File: src/rtl/alu_exec_stage.sv
// Registered ALU execute stage with valid/ready handshakes on both sides.
// Single-cycle ops finish in one cycle; MUL is an iterative shift-add that stalls upstream.
module alu_exec_stage #(
  parameter int DATA_W  = 32,
  parameter int MUL_BPC = 1
) (
  input  logic              iClk,
  input  logic              iRstN,
  input  logic              iValid,
  output logic              oReady,
  input  logic [DATA_W-1:0] iSrcA,
  input  logic [DATA_W-1:0] iSrcB,
  input  logic [3:0]        iAluOp,
  input  logic [4:0]        iRd,
  output logic              oValid,
  input  logic              iReady,
  output logic [DATA_W-1:0] oResult,
  output logic [4:0]        oRd,
  output logic [3:0]        oFlags
);

  localparam int MSB       = DATA_W - 1;
  localparam int SH_W      = $clog2(DATA_W);
  localparam int MUL_STEPS = DATA_W / MUL_BPC;
  localparam int CNT_W     = (MUL_STEPS > 1) ? $clog2(MUL_STEPS) : 1;
  localparam logic [CNT_W-1:0] CNT_LAST = CNT_W'(MUL_STEPS - 1);

  localparam logic [3:0] OP_ADD   = 4'd0;
  localparam logic [3:0] OP_SUB   = 4'd1;
  localparam logic [3:0] OP_AND   = 4'd2;
  localparam logic [3:0] OP_OR    = 4'd3;
  localparam logic [3:0] OP_XOR   = 4'd4;
  localparam logic [3:0] OP_SLL   = 4'd5;
  localparam logic [3:0] OP_SRL   = 4'd6;
  localparam logic [3:0] OP_SRA   = 4'd7;
  localparam logic [3:0] OP_SLT   = 4'd8;
  localparam logic [3:0] OP_SLTU  = 4'd9;
  localparam logic [3:0] OP_MUL   = 4'd10;
  localparam logic [3:0] OP_PASSB = 4'd11;

  typedef enum logic [1:0] {
    S_IDLE = 2'd0,
    S_MUL  = 2'd1,
    S_HOLD = 2'd2
  } state_t;

  state_t            r_state;
  state_t            w_state_nxt;
  logic              w_accept;
  logic              w_is_mul;
  logic              w_mul_last;
  logic [SH_W-1:0]   w_shamt;
  logic [DATA_W:0]   w_sum;
  logic [DATA_W:0]   w_diff;
  logic [DATA_W-1:0] w_res;
  logic              w_c;
  logic              w_v;
  logic [DATA_W-1:0] w_part;
  logic [DATA_W-1:0] w_acc_nxt;
  logic [DATA_W-1:0] r_mul_a;
  logic [DATA_W-1:0] r_mul_b;
  logic [DATA_W-1:0] r_acc;
  logic [CNT_W-1:0]  r_cnt;
  logic [4:0]        r_mul_rd;
  logic [DATA_W-1:0] r_result;
  logic [4:0]        r_rd;
  logic [3:0]        r_flags;

  assign w_is_mul   = (iAluOp == OP_MUL);
  assign w_accept   = iValid & oReady;
  assign w_mul_last = (r_cnt == CNT_LAST);
  assign w_shamt    = iSrcB[SH_W-1:0];
  assign w_sum      = {1'b0, iSrcA} + {1'b0, iSrcB};
  // Borrow out of the extended subtraction is the inverse of A >= B unsigned.
  assign w_diff     = {1'b0, iSrcA} - {1'b0, iSrcB};
  assign w_acc_nxt  = r_acc + w_part;

  assign oResult = r_result;
  assign oRd     = r_rd;
  assign oFlags  = r_flags;

  // Single-cycle result and carry/overflow for the presented opcode.
  always_comb begin
    w_res = '0;
    w_c   = 1'b0;
    w_v   = 1'b0;
    case (iAluOp)
      OP_ADD: begin
        w_res = w_sum[MSB:0];
        w_c   = w_sum[DATA_W];
        w_v   = (iSrcA[MSB] == iSrcB[MSB]) && (w_sum[MSB] != iSrcA[MSB]);
      end
      OP_SUB: begin
        w_res = w_diff[MSB:0];
        w_c   = ~w_diff[DATA_W];
        w_v   = (iSrcA[MSB] != iSrcB[MSB]) && (w_diff[MSB] != iSrcA[MSB]);
      end
      OP_AND:   w_res = iSrcA & iSrcB;
      OP_OR:    w_res = iSrcA | iSrcB;
      OP_XOR:   w_res = iSrcA ^ iSrcB;
      OP_SLL:   w_res = iSrcA << w_shamt;
      OP_SRL:   w_res = iSrcA >> w_shamt;
      OP_SRA:   w_res = $unsigned($signed(iSrcA) >>> w_shamt);
      OP_SLT:   w_res = {{(DATA_W-1){1'b0}}, ($signed(iSrcA) < $signed(iSrcB))};
      OP_SLTU:  w_res = {{(DATA_W-1){1'b0}}, (iSrcA < iSrcB)};
      OP_PASSB: w_res = iSrcB;
      default:  w_res = '0;
    endcase
  end

  // Partial product for the MUL_BPC multiplier bits retired this cycle.
  always_comb begin
    w_part = '0;
    for (int j = 0; j < MUL_BPC; j++) begin
      w_part = w_part + ((r_mul_a & {DATA_W{r_mul_b[j]}}) << j);
    end
  end

  // State register.
  always_ff @(posedge iClk or negedge iRstN) begin
    if (!iRstN) begin
      r_state <= S_IDLE;
    end else begin
      r_state <= w_state_nxt;
    end
  end

  // Next-state logic.
  always_comb begin
    w_state_nxt = r_state;
    case (r_state)
      S_IDLE: begin
        if (w_accept) begin
          w_state_nxt = w_is_mul ? S_MUL : S_HOLD;
        end else begin
          w_state_nxt = S_IDLE;
        end
      end
      S_MUL: begin
        if (w_mul_last) begin
          w_state_nxt = S_HOLD;
        end else begin
          w_state_nxt = S_MUL;
        end
      end
      S_HOLD: begin
        if (!iReady) begin
          w_state_nxt = S_HOLD;
        end else if (w_accept) begin
          w_state_nxt = w_is_mul ? S_MUL : S_HOLD;
        end else begin
          w_state_nxt = S_IDLE;
        end
      end
      default: w_state_nxt = S_IDLE;
    endcase
  end

  // Handshake outputs: ready depends only on state and downstream ready.
  always_comb begin
    oReady = 1'b0;
    oValid = 1'b0;
    case (r_state)
      S_IDLE: oReady = 1'b1;
      S_HOLD: begin
        oReady = iReady;
        oValid = 1'b1;
      end
      default: begin
        oReady = 1'b0;
        oValid = 1'b0;
      end
    endcase
  end

  // Multiplier operands, accumulator and step counter.
  always_ff @(posedge iClk or negedge iRstN) begin
    if (!iRstN) begin
      r_mul_a  <= '0;
      r_mul_b  <= '0;
      r_acc    <= '0;
      r_cnt    <= '0;
      r_mul_rd <= 5'd0;
    end else if (w_accept && w_is_mul) begin
      r_mul_a  <= iSrcA;
      r_mul_b  <= iSrcB;
      r_acc    <= '0;
      r_cnt    <= '0;
      r_mul_rd <= iRd;
    end else if (r_state == S_MUL) begin
      r_mul_a <= r_mul_a << MUL_BPC;
      r_mul_b <= r_mul_b >> MUL_BPC;
      r_acc   <= w_acc_nxt;
      r_cnt   <= r_cnt + 1'b1;
    end else begin
      r_cnt <= r_cnt;
    end
  end

  // Output register; a held result only changes on accept or MUL completion.
  always_ff @(posedge iClk or negedge iRstN) begin
    if (!iRstN) begin
      r_result <= '0;
      r_rd     <= 5'd0;
      r_flags  <= 4'd0;
    end else if (w_accept && !w_is_mul) begin
      r_result <= w_res;
      r_rd     <= iRd;
      r_flags  <= {(w_res == '0), w_res[MSB], w_c, w_v};
    end else if ((r_state == S_MUL) && w_mul_last) begin
      r_result <= w_acc_nxt;
      r_rd     <= r_mul_rd;
      r_flags  <= {(w_acc_nxt == '0), w_acc_nxt[MSB], 2'b00};
    end else begin
      r_flags <= r_flags;
    end
  end

endmodule
File: config.mk
export PLATFORM = sky130hd
export DESIGN_NAME = alu_exec_stage
export DESIGN_NICKNAME = d
export VERILOG_FILES = /design/src/rtl/alu_exec_stage.sv
export SDC_FILE = /design/constraint.sdc
export NUM_CORES = 1
export LEC_CHECK = 0
export ABC_AREA = 1
export CAP_MARGIN = 5
export CORE_AREA = 2 2 147 293
export DETAILED_ROUTE_END_ITERATION = 6
export DIE_AREA = 0 0 149 295
export PLACE_DENSITY_LB_ADDON = 0.3
export SKIP_LAST_GASP = 1
export SYNTH_ARGS = -nofsm -noshare
export SYNTH_HDL_FRONTEND = slang
export SYNTH_SLANG_ARGS = --single-unit
export TNS_END_PERCENT = 50
File: constraint.sdc
create_clock -name iClk -period 3.06 [get_ports iClk]
set_input_delay 0.612 -clock iClk [delete_from_list [all_inputs] [get_ports iClk]]
set_output_delay 0.612 -clock iClk [all_outputs]
set_load 0.02 [all_outputs]
==> flow_summary.yaml, run 1 <==
logic_synthesis:
  synthMostInstantiatedCell: "nand2_1"
  synth_top_cell_by_area: "nand2_1"
  yosys-top-cells-count: "nand2_1, nand3_1, inv_1"
  netlist_area_um2: 18600
  synth-edff-count: 0
  synth-main-ff-cell: "dfrtp_1"
  synth_cell_types: 50
  ys_top_cells_by_area: "nand2_1, dfrtp_1, nand3_1"
  syn-num-nets: 3417
  syn_avg_cell_area_um2: 5.82
  yosys_register_bits: 148
  ys_seq_area_share_pct: 19.9
  ys_warn_count: 0
  synth_top_area_share_pct: 20.2
  syn_inst: 3199
  async_reset_ff_share_pct: 100
grt:
  grt_max_degree: 71
  grt_pass1_wl_mm: 201
  grt.total_usage_pct: 61.5
  grt_overflow: 142
  grt_pass1_vias: 30500
die:
  initial_core_util_pct: 44.7
  fp-row-count: 106
  dieWidth_um: 149
  pin_count: 120
  die_h_um: 295
clocking:
  cts_inserted_buffers: 17
  clkSinkCount: 148
  htreeDepth: 4
  cts_buffer_depth: 2
  cts_root_buffer: "clkbuf_16"
placement:
  post-place-ws_ns: -1.04
  post-dp-hpwl_mm: 95.8
  dp.cells: 4532
  gp_congestion: 1.17
  postPlaceCellArea_um2: 26100
  port_buffers: 119
run_status:
  status: "aborted with a tool error"
  haltStage: "global routing (5_1_grt)"
  stop_error: "[ERROR GRT-0116] Global routing finished with congestion. Check the congestion regions in the DRC Viewer."
## per-layer routing
metal,GRT overflow,GRT usage (%)
met4,61,68.9
met1,0,58.0
met2,81,90.0
met3,0,30.9
met5,0,1.48
## repair_timing
action,CTS
setup buffers,17
hold buffers,0
endpoints found under the setup margin,33
pin swaps,46
gates resized for setup,287
## kinds of logic after synthesis
group	count (synthesis)	synth area share, %
buffers and inverters	538	11.8
AO/OA/AOI/OAI	449	14.6
AND/OR/NAND/NOR	1900	43.1
adder cells (fa/ha/maj)	141	9.60
XOR/XNOR	23	1.08
flip-flops	148	19.9
## stage by stage
stage | hold slack [ns] | util [%]
floorplan | 0.316 | -
global placement | 0.453 | 62.7
detailed placement | 0.460 | 62.7
CTS | 0.200 | 66.7
==> run 2: changes to the inputs <==
--- a/config.mk
+++ b/config.mk
@@ -7,10 +7,10 @@
 export LEC_CHECK = 0
 export ABC_AREA = 1
 export CAP_MARGIN = 5
-export CORE_AREA = 2 2 147 293
+export CORE_AREA = 2 2 253 255
 export DETAILED_ROUTE_END_ITERATION = 6
-export DIE_AREA = 0 0 149 295
-export PLACE_DENSITY_LB_ADDON = 0.3
+export DIE_AREA = 0 0 255 257
+export PLACE_DENSITY_LB_ADDON = 0.15
 export SKIP_LAST_GASP = 1
 export SYNTH_ARGS = -nofsm -noshare
 export SYNTH_HDL_FRONTEND = slang
==> flow_summary.yaml, run 2 <==
run_status:
  status: "finished clean"
drt:
  num_vias: 24900
  dr.first_iter.drc_count: 2093
  drc: 0
  ant_nets: 0
  drt-wirelength-per-cell_um: 21.3
  viasPerCell: 5.16
  drt_pre_antenna_iters: 6
  wl_mm: 103
die:
  fp-row-count: 92
  dieArea_um2: 65500
  dieWidth_um: 255
  die_h_um: 257
  pin_count: 120
  core_area_um2: 62700
  initial_core_util_pct: 29.7
setup_path:
  timing.rr.start: "r_mul_b[0]"
  worstSetupPathType: "in -> reg"
  start_kind: "primary input"
  startpoint: "iSrcB[22]"
  path_max_fanout: 5
  crit_arrival_ns: 3.42
  end_kind: "flip-flop"
  critPathCapture: "oFlags[3]"
  r2r_slack_ns: 0.16
  rr_endpoint: "oFlags[3]"
  ff2ff_path_depth: 19
  worstPathRequired_ns: 3.44
logic_synthesis:
  synthMostInstantiatedCell: "nand2_1"
  synth_cell_types: 50
  syn-num-nets: 3417
  async_reset_ff_share_pct: 100
  ys_seq_area_share_pct: 19.9
  synth-main-ff-cell: "dfrtp_1"
  ys_top_cells_by_area: "nand2_1, dfrtp_1, nand3_1"
  yosys-top-cells-count: "nand2_1, nand3_1, inv_1"
  synth-edff-count: 0
  synth_top_area_share_pct: 20.2
  synth_top_cell_by_area: "nand2_1"
  syn_avg_cell_area_um2: 5.82
  syn_inst: 3199
  netlist_area_um2: 18600
  ys_warn_count: 0
  yosys_register_bits: 148
timing:
  fin_ws_ns: 0.0218
  finalHoldViolCount: 0
  fmax_mhz: 329
  worst_slew_margin_rel_pct: 46.4
  finalCritPeriodShare_pct: 99.3
  rsz0062_at_grt: "true"
  worstMarginPinSlew_ns: 0.804
  clock_skew_ns: 0.0186
  period_needed_ns: 3.04
  setup_viol: 0
  slew_violations: 0
  tns_ns: 0
flow_run:
  cap_violations: 0
clocking:
  cts.clk_slew.worst_paths_ns: 0.06
  cts_root_buffer: "clkbuf_16"
  htreeDepth: 4
  cts_tree: "done"
  clk_latency_ns: 0.45
  postCtsHoldBufs: 0
  clkSinkCount: 148
  cts_inserted_buffers: 17
  cts_buffer_depth: 2
grt:
  grt.total_usage_pct: 30.6
  grt_pass1_vias: 24100
  grt_max_degree: 73
  antenna_found_initial: 2
  grt_overflow: 0
  grt_pass1_wl_mm: 149
cells_and_area:
  regArea_um2: 3700
  area_delta_synth_final_pct: 56.7
  fin_area_um2: 29200
  multi_input_area_um2: 14800
  final_common_cell: "nand2_1"
  drive_gt1_share_pct: 32.7
  fin_nets: 4182
  instances_no_fill: 4823
  fill_cells: 6754
  reg.largest.list: "r_acc (32), r_mul_a (32), r_mul_b (32)"
  mostFrequentLayoutCells: "nand2_1, buf_4, nand3_1"
pwr:
  p_per_area_nw_per_um2: 483
  finalPower_mw: 14.1
  p_leak_nw: 15.0
  peakVddDrop_uv: 375
placement:
  post-dp-hpwl_mm: 85.3
  gp_congestion: 1.05
  dp.cells: 4749
  post-place-ws_ns: -0.819
  postPlaceCellArea_um2: 25900
  port_buffers: 119
worst_hold_path:
  hold_class: "in -> async"
run 2: cell counts after synthesis:
Identical to the previous run, type by type.
run 2: repair_timing:
item,in CTS,in global routing
resized for setup,85,519
cloned,0,2
pin swaps,6,96
buffers inserted,6,35
endpoints found under the hold margin,0,0
endpoints found under the setup margin,17,27
run 2: cell type report:
type | instances | share of cell area [%]
Tap cell | 846 | 3.63
Inverter | 394 | 5.11
Clock inverter | 13 | 0.746
Multi-Input combinational cell | 2513 | 50.9
Clock buffer | 18 | 1.51
Timing Repair Buffer | 890 | 25.5
Antenna cell | 1 | 0.00858
Sequential cell | 148 | 12.7
run 2: layer usage:
layer | global-route usage, % | wire (µm) | up-vias
met2 | 51.0 | 47800 | 834
met4 | 10.2 | 4020 | 2
met3 | 2.77 | 5710 | 168
met5 | 0 | 13 | -
li1 | - | - | 12000
met1 | 41.2 | 45300 | 11800
run 2: logic make-up (layout without fill, tap and decap cells):
group,Yosys count,after routing,share of synthesized area (%)
XOR/XNOR,23,23,1.08
other,0,1,0
AO/OA/AOI/OAI,449,449,14.6
buffers and inverters,538,1315,11.8
adder cells (fa/ha/maj),141,141,9.60
AND/OR/NAND/NOR,1900,1900,43.1
flip-flops,148,148,19.9
run 2: worst min-delay path by stage:
stage | to | cells after the start | startpoint | slack, ns
detailed placement | r_mul_rd[2] | 2 | r_mul_rd[2] | 0.46
floorplan | oFlags[0] | 0 | iRstN | 0.32
finish | r_acc[7] | 1 | iRstN | 0.11
global route | r_acc[7] | 1 | iRstN | 0.14
CTS | r_acc[6] | 1 | iRstN | 0.11
global placement | r_mul_rd[4] | 2 | r_mul_rd[4] | 0.46
run 2: power by group:
| part | internal (mW) | total [mW] | leakage, nW | switching, mW |
|---|---|---|---|---|
| Clock | 1.48 | 2.42 | 0.315 | 0.935 |
| Sequential | 2.75 | 3.40 | 1.93 | 0.644 |
| Combinational | 3.60 | 8.29 | 12.8 | 4.69 |
| Total | 7.84 | 14.1 | 15.0 | 6.26 |
run 2: critical path: stages:
cell and delay (ns):
clkdlybuf4s50_1 0.51, inv_1 0.10, ha_4 0.27, buf_4 0.14
buf_4 0.14, inv_1 0.10, o21ai_0 0.15, nor3_2 0.30
nand3_1 0.13, nor2_2 0.25, nand3_1 0.15, nor2_1 0.13
nand3_1 0.08, nor2_1 0.11, nand2_1 0.06, nand2_1 0.06
nand2_1 0.05, nand2_1 0.05
run 2: through the flow:
stage               hold slack [ns]  util, %
floorplan                     0.316        -
global placement              0.458     41.4
detailed placement            0.458     41.4
CTS                           0.112     42.8
global route                  0.139     46.5
finish                        0.107     46.5
Power figures use the tool's default switching activity.
==> run 3: changes to the inputs <==
==> constraint.sdc (replaced) <==
create_clock -name iClk -period 3.14 [get_ports iClk]
set_input_delay 0.628 -clock iClk [delete_from_list [all_inputs] [get_ports iClk]]
set_output_delay 0.628 -clock iClk [all_outputs]
set_load 0.02 [all_outputs]
==> flow_summary.yaml, run 3 (synthesis gave the netlist of run 2 again) <==
run_status:
  status: "finished clean"
drt:
  dr.first_iter.drc_count: 2206
  drt_pre_antenna_iters: 6
  viasPerCell: 5.13
  wl_mm: 101
  num_vias: 24400
  ant_nets: 0
  drc: 0
  drt-wirelength-per-cell_um: 21.3
placement:
  gp_congestion: 1.00
  post-place-ws_ns: -0.839
  post-dp-hpwl_mm: 85.0
  port_buffers: 119
cells_and_area:
  multi_input_area_um2: 13800
  fin_nets: 4111
  area_delta_synth_final_pct: 47.1
  reg.largest.list: "r_acc (32), r_mul_a (32), r_mul_b (32)"
  mostFrequentLayoutCells: "nand2_1, buf_4, nand3_1"
  regArea_um2: 3700
  fill_cells: 6886
  final_common_cell: "nand2_1"
  drive_gt1_share_pct: 25.9
  final_util_pct: 43.7
timing:
  tns_ns: 0
  fmax_mhz: 327
  slew_violations: 0
  finalHoldViolCount: 0
  finalCritPeriodShare_pct: 97.3
  setup_viol: 0
  rsz0062_at_grt: "true"
  worstMarginPinSlew_ns: 0.676
  clock_skew_ns: 0.0139
  worst_slew_margin_rel_pct: 54.5
  fin_ws_ns: 0.0845
  period_needed_ns: 3.06
setup_path:
  r2r_slack_ns: 0.22
  path_max_fanout: 5
  startpoint: "iAluOp[3]"
  worstSetupPathType: "in -> reg"
  timing.rr.start: "r_mul_b[0]"
  start_kind: "primary input"
  crit_arrival_ns: 3.45
  worstPathRequired_ns: 3.53
  critPathCapture: "oFlags[3]"
  rr_endpoint: "oFlags[3]"
  ff2ff_path_depth: 20
  end_kind: "flip-flop"
pwr:
  pwr-share-clk_pct: 16.1
  peakVddDrop_uv: 295
  p_per_area_nw_per_um2: 466
  combPwrFrac_pct: 58.3
  pwr-share-seq_pct: 25.6
  swShare_pct: 45.8
  p_int_mw: 6.92
  switching_power_mw: 5.84
  p_leak_nw: 14.4
die:
  die_h_um: 257
  core_area_um2: 62700
  fp-row-count: 92
  pin_count: 120
  dieArea_um2: 65500
  initial_core_util_pct: 29.7
  dieWidth_um: 255
grt:
  antenna_found_initial: 1
  grt_pass1_vias: 23800
  grt_overflow: 0
  grt_max_degree: 73
  grt.total_usage_pct: 30.4
  grt_pass1_wl_mm: 148
worst_hold_path:
  hold_class: "in -> async"
clocking:
  cts_root_buffer: "clkbuf_16"
  htreeDepth: 4
  cts.clk_slew.worst_paths_ns: 0.07
  cts_tree: "done"
  clkSinkCount: 148
  cts_inserted_buffers: 17
  cts_buffer_depth: 2
  clk_latency_ns: 0.45
flow_run:
  cap_violations: 0
[run 3: cell count changes in the layout (fill, tap and decap cells not counted), moves of 22 or more]
cell and delta:
nand2_2 -60, nand3_1 +60, nand2_1 +59, buf_4 -56
nand3_2 -55, nor2_1 +36, nor2_2 -26, a21oi_1 +22
[run 3: critical path: stages]
cell             delay [ns]
clkdlybuf4s50_1        0.50
buf_4                  0.14
nor2_1                 0.07
nand2_1                0.12
buf_12                 0.12
buf_4                  0.15
buf_4                  0.15
o22ai_1                0.09
nor2_2                 0.19
buf_4                  0.14
nand2_1                0.04
nor2_1                 0.15
nand4_1                0.19
nor2_1                 0.16
nand2_1                0.07
nor2_2                 0.12
nand2_2                0.10
nor2_2                 0.09
nand2_1                0.08
nand2_1                0.06
nand2_1                0.05
nand2_1                0.04
[run 3: final cells by class]
type / instances / area share (%)
Antenna cell: 1 / 0.00914
Clock buffer: 18 / 1.60
Clock inverter: 14 / 0.512
Inverter: 394 / 5.44
Multi-Input combinational cell: 2513 / 50.3
Sequential cell: 148 / 13.5
Tap cell: 846 / 3.86
Timing Repair Buffer: 819 / 24.8
[run 3: through the flow]
| stage | hold WS (ns) | power [mW] | instance area, µm² | std cells |
|---|---|---|---|---|
| after global placement | 0.456 | 10.3 | 25600 | 4708 |
| after floorplan | 0.332 | 6.80 | 18600 | 3199 |
| final | 0.131 | 12.8 | 27400 | 4753 |
| after CTS | 0.144 | 12.5 | 26500 | 4742 |
| after global routing | 0.162 | 13.7 | 27400 | 4752 |
| after detailed placement | 0.460 | 10.3 | 25600 | 4708 |
[run 3: metal layers]
layer / GRT usage (%) / wire, µm / up-vias
li1: - / - / 11900
met3: 2.62 / 5990 / 161
met2: 50.0 / 46600 / 911
met4: 10.7 / 3640 / 0
met1: 41.4 / 45000 / 11500
met5: 0 / 0 / -
[run 3: how the worst min path moves through the flow]
stage | slack [ns] | to | depth (start not counted) | startpoint
finish | 0.13 | r_cnt[0] | 1 | iRstN
global route | 0.16 | r_cnt[0] | 1 | iRstN
CTS | 0.14 | r_cnt[0] | 1 | iRstN
detailed placement | 0.46 | r_mul_rd[2] | 2 | r_mul_rd[2]
global placement | 0.46 | r_mul_rd[4] | 2 | r_mul_rd[4]
floorplan | 0.33 | oFlags[0] | 0 | iRstN
[run 3: power by group through the flow]
stage | registers, mW | clock network [mW] | logic (mW)
after floorplan | 3.33 | 0 | 3.48
after global placement | 3.26 | 0 | 7.03
after detailed placement | 3.26 | 0 | 7.03
after CTS | 3.24 | 2.10 | 7.12
after global routing | 3.36 | 2.17 | 8.13
final | 3.26 | 2.06 | 7.43
[run 3: what timing repair did]
| item | in CTS | in global routing |
|---|---|---|
| pin swaps | 8 | 39 |
| hold buffers | 0 | 0 |
| setup endpoints to repair | 12 | 14 |
| gates resized for setup | 84 | 253 |
| buffers inserted | 2 | 10 |
==> run 4: changes to the inputs <==
--- a/config.mk
+++ b/config.mk
@@ -12,6 +12,7 @@
 export DIE_AREA = 0 0 255 257
 export PLACE_DENSITY_LB_ADDON = 0.15
 export SKIP_LAST_GASP = 1
+export SLEW_MARGIN = 20
 export SYNTH_ARGS = -nofsm -noshare
 export SYNTH_HDL_FRONTEND = slang
 export SYNTH_SLANG_ARGS = --single-unit
==> results of run 4 <==
Same layout as run 3: the final DEF is identical, and so are final timing and power.
